File: config.mk
export PLATFORM = sky130hd
export DESIGN_NAME = dac_adc_tx_flat
export DESIGN_NICKNAME = d
export VERILOG_FILES = /design/src/rtl/dac_adc_tx_if.sv /design/src/rtl/dac_adc_tx.sv /design/src/flat_wrapper.sv
export SDC_FILE = /design/constraint.sdc
export NUM_CORES = 1
export LEC_CHECK = 0
export BUFFER_PORTS_ARGS = -buffer_cell sky130_fd_sc_hd__buf_2
export CORE_AREA = 10 10 85 87
export CTS_BUF_LIST = sky130_fd_sc_hd__clkbuf_4 sky130_fd_sc_hd__clkbuf_8
export CTS_CLUSTER_SIZE = 10
export DETAILED_ROUTE_END_ITERATION = 8
export DIE_AREA = 0 0 95 97
export PLACE_DENSITY = 0.77
export SETUP_SLACK_MARGIN = 0.5
export SYNTH_ARGS = -nofsm -noshare
export SYNTH_HDL_FRONTEND = slang
export SYNTH_SLANG_ARGS = --single-unit
File: constraint.sdc
create_clock -name clk_i -period 3.33 [get_ports clk_i]
set_input_delay 0.1665 -clock clk_i [delete_from_list [all_inputs] [get_ports clk_i]]
set_output_delay 0.1665 -clock clk_i [all_outputs]
set_load 0.005 [all_outputs]
File: src/rtl/dac_adc_tx_if.sv
// Pin bundle for the dac_adc_tx acquisition sequencer: SPI DAC, SPI ADC,
// UART transmit line, start request and end-of-sequence strobe.
interface dac_adc_tx_if;
    logic start_i;
    logic miso_adc_i;
    logic mosi_dac_o;
    logic dclk_o;
    logic cs_dac_o;
    logic mosi_adc_o;
    logic sck_o;
    logic cs_adc_o;
    logic tx_o;
    logic eos_o;

    // Sequencer side
    modport master (
        input  start_i,
        input  miso_adc_i,
        output mosi_dac_o,
        output dclk_o,
        output cs_dac_o,
        output mosi_adc_o,
        output sck_o,
        output cs_adc_o,
        output tx_o,
        output eos_o
    );

    // Board / host side
    modport slave (
        output start_i,
        output miso_adc_i,
        input  mosi_dac_o,
        input  dclk_o,
        input  cs_dac_o,
        input  mosi_adc_o,
        input  sck_o,
        input  cs_adc_o,
        input  tx_o,
        input  eos_o
    );
endinterface

File: src/rtl/dac_adc_tx.sv
// One-shot acquisition sequencer: on start, write one word to an SPI DAC,
// read one frame from an SPI ADC, then send the 12-bit result over UART
// (8N1) as two bytes and pulse eos_o.
// Optional feature: define DAC_RAMP_EN to make the DAC data field a 12-bit
// counter that starts at DAC_WORD[11:0] and advances after each sequence.
module dac_adc_tx #(
    parameter int          SPI_HALF = 5,
    parameter int          BAUD_DIV = 868,
    parameter logic [15:0] DAC_WORD = 16'h3800,
    parameter logic [15:0] ADC_CMD  = 16'hD000
) (
    input  logic         clk_i,
    input  logic         rst_i,
    dac_adc_tx_if.master bus
);
    typedef enum logic [2:0] {
        IDLE, DAC_WR, GAP, ADC_RD, TX_HI, TX_LO, DONE
    } state_t;

    state_t      state, state_nx;
    logic [15:0] cnt;        // clocks within SPI half period / gap / UART bit
    logic [5:0]  half;       // SPI half-period index within a frame, 0..33
    logic        sclk;
    logic        mosi;
    logic [15:0] sreg;       // outgoing SPI frame
    logic [11:0] rreg;       // last 12 bits received from the ADC
    logic [7:0]  lo_byte;
    logic [9:0]  txsh;       // UART frame {stop, data, start}, LSB on the line
    logic [3:0]  bcnt;       // UART bit index, 0..9
    logic [15:0] dac_frame;

    logic half_end, spi_last, baud_end, uart_last;

    assign half_end  = (cnt == 16'(SPI_HALF - 1));
    assign spi_last  = half_end && (half == 6'd33);
    assign baud_end  = (cnt == 16'(BAUD_DIV - 1));
    assign uart_last = baud_end && (bcnt == 4'd9);

`ifdef DAC_RAMP_EN
    logic [11:0] ramp;

    // DAC data ramp, advanced once per completed sequence
    always_ff @(posedge clk_i or posedge rst_i) begin
        if (rst_i)
            ramp <= DAC_WORD[11:0];
        else if (state == DONE)
            ramp <= ramp + 12'd1;
    end

    assign dac_frame = {DAC_WORD[15:12], ramp};
`else
    assign dac_frame = DAC_WORD;
`endif

    // Sequencer state register
    always_ff @(posedge clk_i or posedge rst_i) begin
        if (rst_i)
            state <= IDLE;
        else
            state <= state_nx;
    end

    // Next-state logic
    always_comb begin
        state_nx = state;
        case (state)
            IDLE:    if (bus.start_i) state_nx = DAC_WR;
            DAC_WR:  if (spi_last)    state_nx = GAP;
            GAP:     if (half_end)    state_nx = ADC_RD;
            ADC_RD:  if (spi_last)    state_nx = TX_HI;
            TX_HI:   if (uart_last)   state_nx = TX_LO;
            TX_LO:   if (uart_last)   state_nx = DONE;
            DONE:                     state_nx = IDLE;
            default:                  state_nx = IDLE;
        endcase
    end

    // Shared SPI shifter and UART serializer; only one is busy per state
    always_ff @(posedge clk_i or posedge rst_i) begin
        if (rst_i) begin
            cnt     <= '0;
            half    <= '0;
            sclk    <= 1'b0;
            mosi    <= 1'b0;
            sreg    <= '0;
            rreg    <= '0;
            lo_byte <= '0;
            txsh    <= '1;
            bcnt    <= '0;
        end else begin
            case (state)
                IDLE: begin
                    if (bus.start_i) begin
                        cnt  <= '0;
                        half <= '0;
                        sclk <= 1'b0;
                        sreg <= dac_frame;
                        mosi <= dac_frame[15];
                    end
                end
                DAC_WR, ADC_RD: begin
                    if (half_end) begin
                        cnt  <= '0;
                        half <= half + 6'd1;
                        if (half == 6'd33) begin
                            sclk <= 1'b0;
                            mosi <= 1'b0;
                            if (state == ADC_RD) begin
                                lo_byte <= rreg[7:0];
                                txsh    <= {1'b1, 4'h0, rreg[11:8], 1'b0};
                                bcnt    <= '0;
                            end
                        end else if (half <= 6'd31) begin
                            if (!half[0]) begin
                                // rising edge: sample the ADC data line
                                sclk <= 1'b1;
                                rreg <= {rreg[10:0], bus.miso_adc_i};
                            end else begin
                                // falling edge: present the next bit
                                sclk <= 1'b0;
                                sreg <= {sreg[14:0], 1'b0};
                                mosi <= sreg[14];
                            end
                        end
                    end else begin
                        cnt <= cnt + 16'd1;
                    end
                end
                GAP: begin
                    if (half_end) begin
                        cnt  <= '0;
                        half <= '0;
                        sreg <= ADC_CMD;
                        mosi <= ADC_CMD[15];
                    end else begin
                        cnt <= cnt + 16'd1;
                    end
                end
                TX_HI, TX_LO: begin
                    if (baud_end) begin
                        cnt <= '0;
                        if (bcnt == 4'd9) begin
                            bcnt <= '0;
                            if (state == TX_HI)
                                txsh <= {1'b1, lo_byte, 1'b0};
                            else
                                txsh <= '1;
                        end else begin
                            bcnt <= bcnt + 4'd1;
                            txsh <= {1'b1, txsh[9:1]};
                        end
                    end else begin
                        cnt <= cnt + 16'd1;
                    end
                end
                default: ;
            endcase
        end
    end

    // Bus outputs are gated by the owning state so the idle bus stays quiet
    assign bus.cs_dac_o   = (state != DAC_WR);
    assign bus.dclk_o     = sclk && (state == DAC_WR);
    assign bus.mosi_dac_o = mosi && (state == DAC_WR);
    assign bus.cs_adc_o   = (state != ADC_RD);
    assign bus.sck_o      = sclk && (state == ADC_RD);
    assign bus.mosi_adc_o = mosi && (state == ADC_RD);
    assign bus.tx_o       = txsh[0];
    assign bus.eos_o      = (state == DONE);
endmodule

File: src/flat_wrapper.sv
// flat-port wrapper written by rule: the top's interface ports become plain ports
module dac_adc_tx_flat 
#(
    parameter int          SPI_HALF = 5,
    parameter int          BAUD_DIV = 868,
    parameter logic [15:0] DAC_WORD = 16'h3800,
    parameter logic [15:0] ADC_CMD  = 16'hD000
)
  (clk_i, rst_i, bus_start_i, bus_miso_adc_i, bus_mosi_dac_o, bus_dclk_o, bus_cs_dac_o, bus_mosi_adc_o, bus_sck_o, bus_cs_adc_o, bus_tx_o, bus_eos_o);
  dac_adc_tx_if bus_i ();
  input  logic clk_i;
  input  logic rst_i;
  input wire logic [$bits(bus_i.start_i)-1:0] bus_start_i;
  input wire logic [$bits(bus_i.miso_adc_i)-1:0] bus_miso_adc_i;
  output wire logic [$bits(bus_i.mosi_dac_o)-1:0] bus_mosi_dac_o;
  output wire logic [$bits(bus_i.dclk_o)-1:0] bus_dclk_o;
  output wire logic [$bits(bus_i.cs_dac_o)-1:0] bus_cs_dac_o;
  output wire logic [$bits(bus_i.mosi_adc_o)-1:0] bus_mosi_adc_o;
  output wire logic [$bits(bus_i.sck_o)-1:0] bus_sck_o;
  output wire logic [$bits(bus_i.cs_adc_o)-1:0] bus_cs_adc_o;
  output wire logic [$bits(bus_i.tx_o)-1:0] bus_tx_o;
  output wire logic [$bits(bus_i.eos_o)-1:0] bus_eos_o;
  assign bus_i.start_i = bus_start_i;
  assign bus_i.miso_adc_i = bus_miso_adc_i;
  assign bus_mosi_dac_o = bus_i.mosi_dac_o;
  assign bus_dclk_o = bus_i.dclk_o;
  assign bus_cs_dac_o = bus_i.cs_dac_o;
  assign bus_mosi_adc_o = bus_i.mosi_adc_o;
  assign bus_sck_o = bus_i.sck_o;
  assign bus_cs_adc_o = bus_i.cs_adc_o;
  assign bus_tx_o = bus_i.tx_o;
  assign bus_eos_o = bus_i.eos_o;
  dac_adc_tx #(.SPI_HALF(SPI_HALF), .BAUD_DIV(BAUD_DIV), .DAC_WORD(DAC_WORD), .ADC_CMD(ADC_CMD)) u_core (.clk_i(clk_i), .rst_i(rst_i), .bus(bus_i));
endmodule
==> results by group <==
Run status
  • Outcome: completed

Cells and area
  • Most common cell after layout, fill and taps aside: dfrtp_1
  • Share of cells above drive strength 1: 0.190
  • Synth-to-Final Area Change: 8.98%
  • Nets@finish: 358
  • Ant. Diodes: 0
  • Commonest cells after routing, fill and taps aside: dfrtp_1 (55), nand2_1 (27), nor2_1 (27), inv_1 (16), o21ai_0 (16)
  • Finished Core Util: 0.677

Worst setup path
  • Critical path fanouts, max: 13
  • Endpoint class of the critical path: flip-flop
  • CP startpoint kind: flip-flop
  • Required @ worst endpoint: 3.55 ns
  • Crit Path Category: flip-flop to flip-flop
  • Crit path DAT: 2.72 ns

Routing
  • Post-DR wirelength/cell: 16.6 um
  • DRT Pass-1 Iters: 4
  • Initial DRC count: 114
  • DRC Markers: 0
  • Vias per cell: 6.15
  • Final ANT Viol Nets: 0
  • Via Count: 2612
  • Final wirelength: a little over 7 mm

Timing
  • Worst slew margin: 0.400
  • Hold_ws: 0.0175 ns
  • RSZ-0062 raised after global routing: false
  • Worst Tran Pin Value: 0.899 ns
  • Final period util: 0.753
  • Fmax: about 400 MHz
  • Clock Skew: 0.0109 ns
  • Setup tns final: 0 ns
  • Setup ws final: 0.823 ns
  • Max Slew Vio Count: 0
  • Minimum clock period: 2.51 ns
  • Final hold violations: 0
  • Final count of negative-setup-slack endpoints: 0

Place
  • Routability cong.: between 0.9 and 1
  • Input/output buffers: 11
  • DP Worst Slack: 0.716 ns
  • Dpl hpwl: 4.72 mm

Floorplanning
  • Die X: around 95 um
  • Row Count: 27
  • Ports: 12
  • Initial Util: 0.621
  • Die Area: 9220 um2
  • Core Footprint: ~5500 um2
  • Die height: 97 um

Clock tree
  • Clk root buf: clkbuf_8
  • Max clock buf depth: 2
  • Reg clk slew, reported paths: around 0.080 ns
  • CTS tree: built
  • H-tree Lvls: 3
  • Hold_buf cts: 0
  • Number of post-CTS setup repair buffers: 0
  • Total CTS buffers: 9
  • CTS Sinks: 64
  • Clock latency at the later pin of the worst-skew pair: about 0.34 ns

Yosys
  • Area of the mapped netlist: 3400 um2
  • Sequential area share after synthesis: 0.475
  • Ys async rst share: 1.00
  • Warning count from the yosys run: 0
  • Post-Syn Nets: 349
  • Gate Count Post-Synth: 339
  • Predominant post-synthesis flop cell: dfrtp_1
  • Post-synth EDFFs: 0
  • Synthesized area per cell: 10.0 um2
  • #FFs+latches synth: 64
  • Synth unique cells: 57

Min path
  • Hold Path Class: primary input to asynchronous set/reset pin

Power and ir drop
  • PD cells: 518 nW/um2
  • Pleak: 0.00167 uW
  • Worst VDD drop: 0.000431 V

GRT
  • Total global routing overflow: 0
  • Largest net degree at the start of global routing: 44
  • First-pass GRT wire length: 12.1 mm
  • Initial antenna violation count: 0
  • Vias in the first global route: 2518
  • GRT Resource Usage Total: 0.161

Flow run
  • Max_cap viols: 0
Yosys cell counts (3+ instances only):
library cell  count  share of area
mux2_2           12          0.040
and3_1            3         0.0055
a21oi_1          13          0.019
nor3_1           13          0.019
nand3_1          15          0.022
dfrtp_1          55           0.41
nand2_1          27          0.030
nand3b_1          4         0.0088
and4_1            3         0.0077
nor4_1            6          0.011
nand2b_1          4         0.0074
o211ai_1          3         0.0066
dfstp_2           9          0.070
buf_2             3         0.0044
nor2b_1           3         0.0055
inv_1            17          0.019
clkbuf_1         13          0.014
nand4_1           5         0.0092
xnor2_1           8          0.021
ha_1              6          0.022
nor2_1           27          0.030
a211oi_1          8          0.018
mux2_1            9          0.030
o21ai_0          16          0.024
or4_1             6          0.013
nor4b_1           3         0.0077
a21o_1            7          0.015
or3_1             7          0.013
final cells by class:
cell class	instances	area, um2
clock buffer	11	145
clock inverter	5	56.3
multi-input combinational	241	1650
timing repair buffer	15	85.1
tap	72	90.1
fill	441	1770
sequential	64	1610
inverter	17	63.8
critical path, stage by stage (launching register included):
cell and delay (ns):
dfrtp_1 0.40, inv_1 0.10, ha_1 0.17, nor4b_2 0.28, nand4_2 0.23, or4_1 0.78, mux2_1 0.44
stage by stage:
stage | cell area (um2) | power, uW | instances
after floorplan | 3400 | 1170 | 339
after global placement | 3500 | 1250 | 409
after detailed placement | 3500 | 1260 | 409
after CTS | 3700 | 1930 | 425
after global routing | 3700 | 2030 | 425
final | 3700 | 1920 | 425
sequential cells by signal, indices dropped and copies added (netlist names):
| register | cells |
|---|---|
| u_core.bcnt | 4 |
| u_core.cnt | 16 |
| u_core.half | 6 |
| u_core.lo_byte | 8 |
| u_core.mosi | 1 |
| u_core.rreg | 12 |
| u_core.sclk | 1 |
| u_core.sreg | 4 |
| u_core.state | 3 |
| u_core.txsh | 9 |
final timing paths:
kind / end / startpoint / slack [ns] / cells past startpoint
hold / removal: u_core.rreg[11] / rst_i / 0.02 / 2
hold reg to reg: u_core.txsh[1] / u_core.txsh[1] / 0.47 / 2
min in group clk_i: u_core.rreg[0] / bus_miso_adc_i / 0.04 / 2
setup reg to reg: u_core.rreg[2] / u_core.cnt[0] / 0.82 / 6
setup / recovery: u_core.rreg[2] / u_core.cnt[0] / 0.82 / 6
max in group asynchronous: u_core.txsh[8] / rst_i / 2.43 / 3
metal layers:
layer  GRT usage  part of all wire
met1       0.209              0.46
met2       0.246              0.48
met3      0.0301             0.043
met4      0.0812             0.018
met5           0                 0
cells by family after synthesis:
group,Yosys count,share of synthesized area
flip-flops,64,0.475
buffers and inverters,34,0.0409
AND/OR/NAND/NOR,140,0.237
multiplexers,22,0.0725
XOR/XNOR,9,0.0232
adder cells (fa/ha/maj),6,0.0221
AO/OA/AOI/OAI,64,0.130
power breakdown:
part           switching, uW  total (uW)  internal, uW
clock                    297         670           373
combinational            182         317           135
sequential              88.6         932           844
total                    568        1920          1350
timing repair:
| item | 4_1_cts | 5_1_grt |
|---|---|---|
| endpoints found under the hold margin | 0 | 0 |
| endpoints found under the setup margin | 0 | 1 |
| gates resized for setup | 0 | 1 |
No activity file was read; power rests on OpenSTA's default activity.
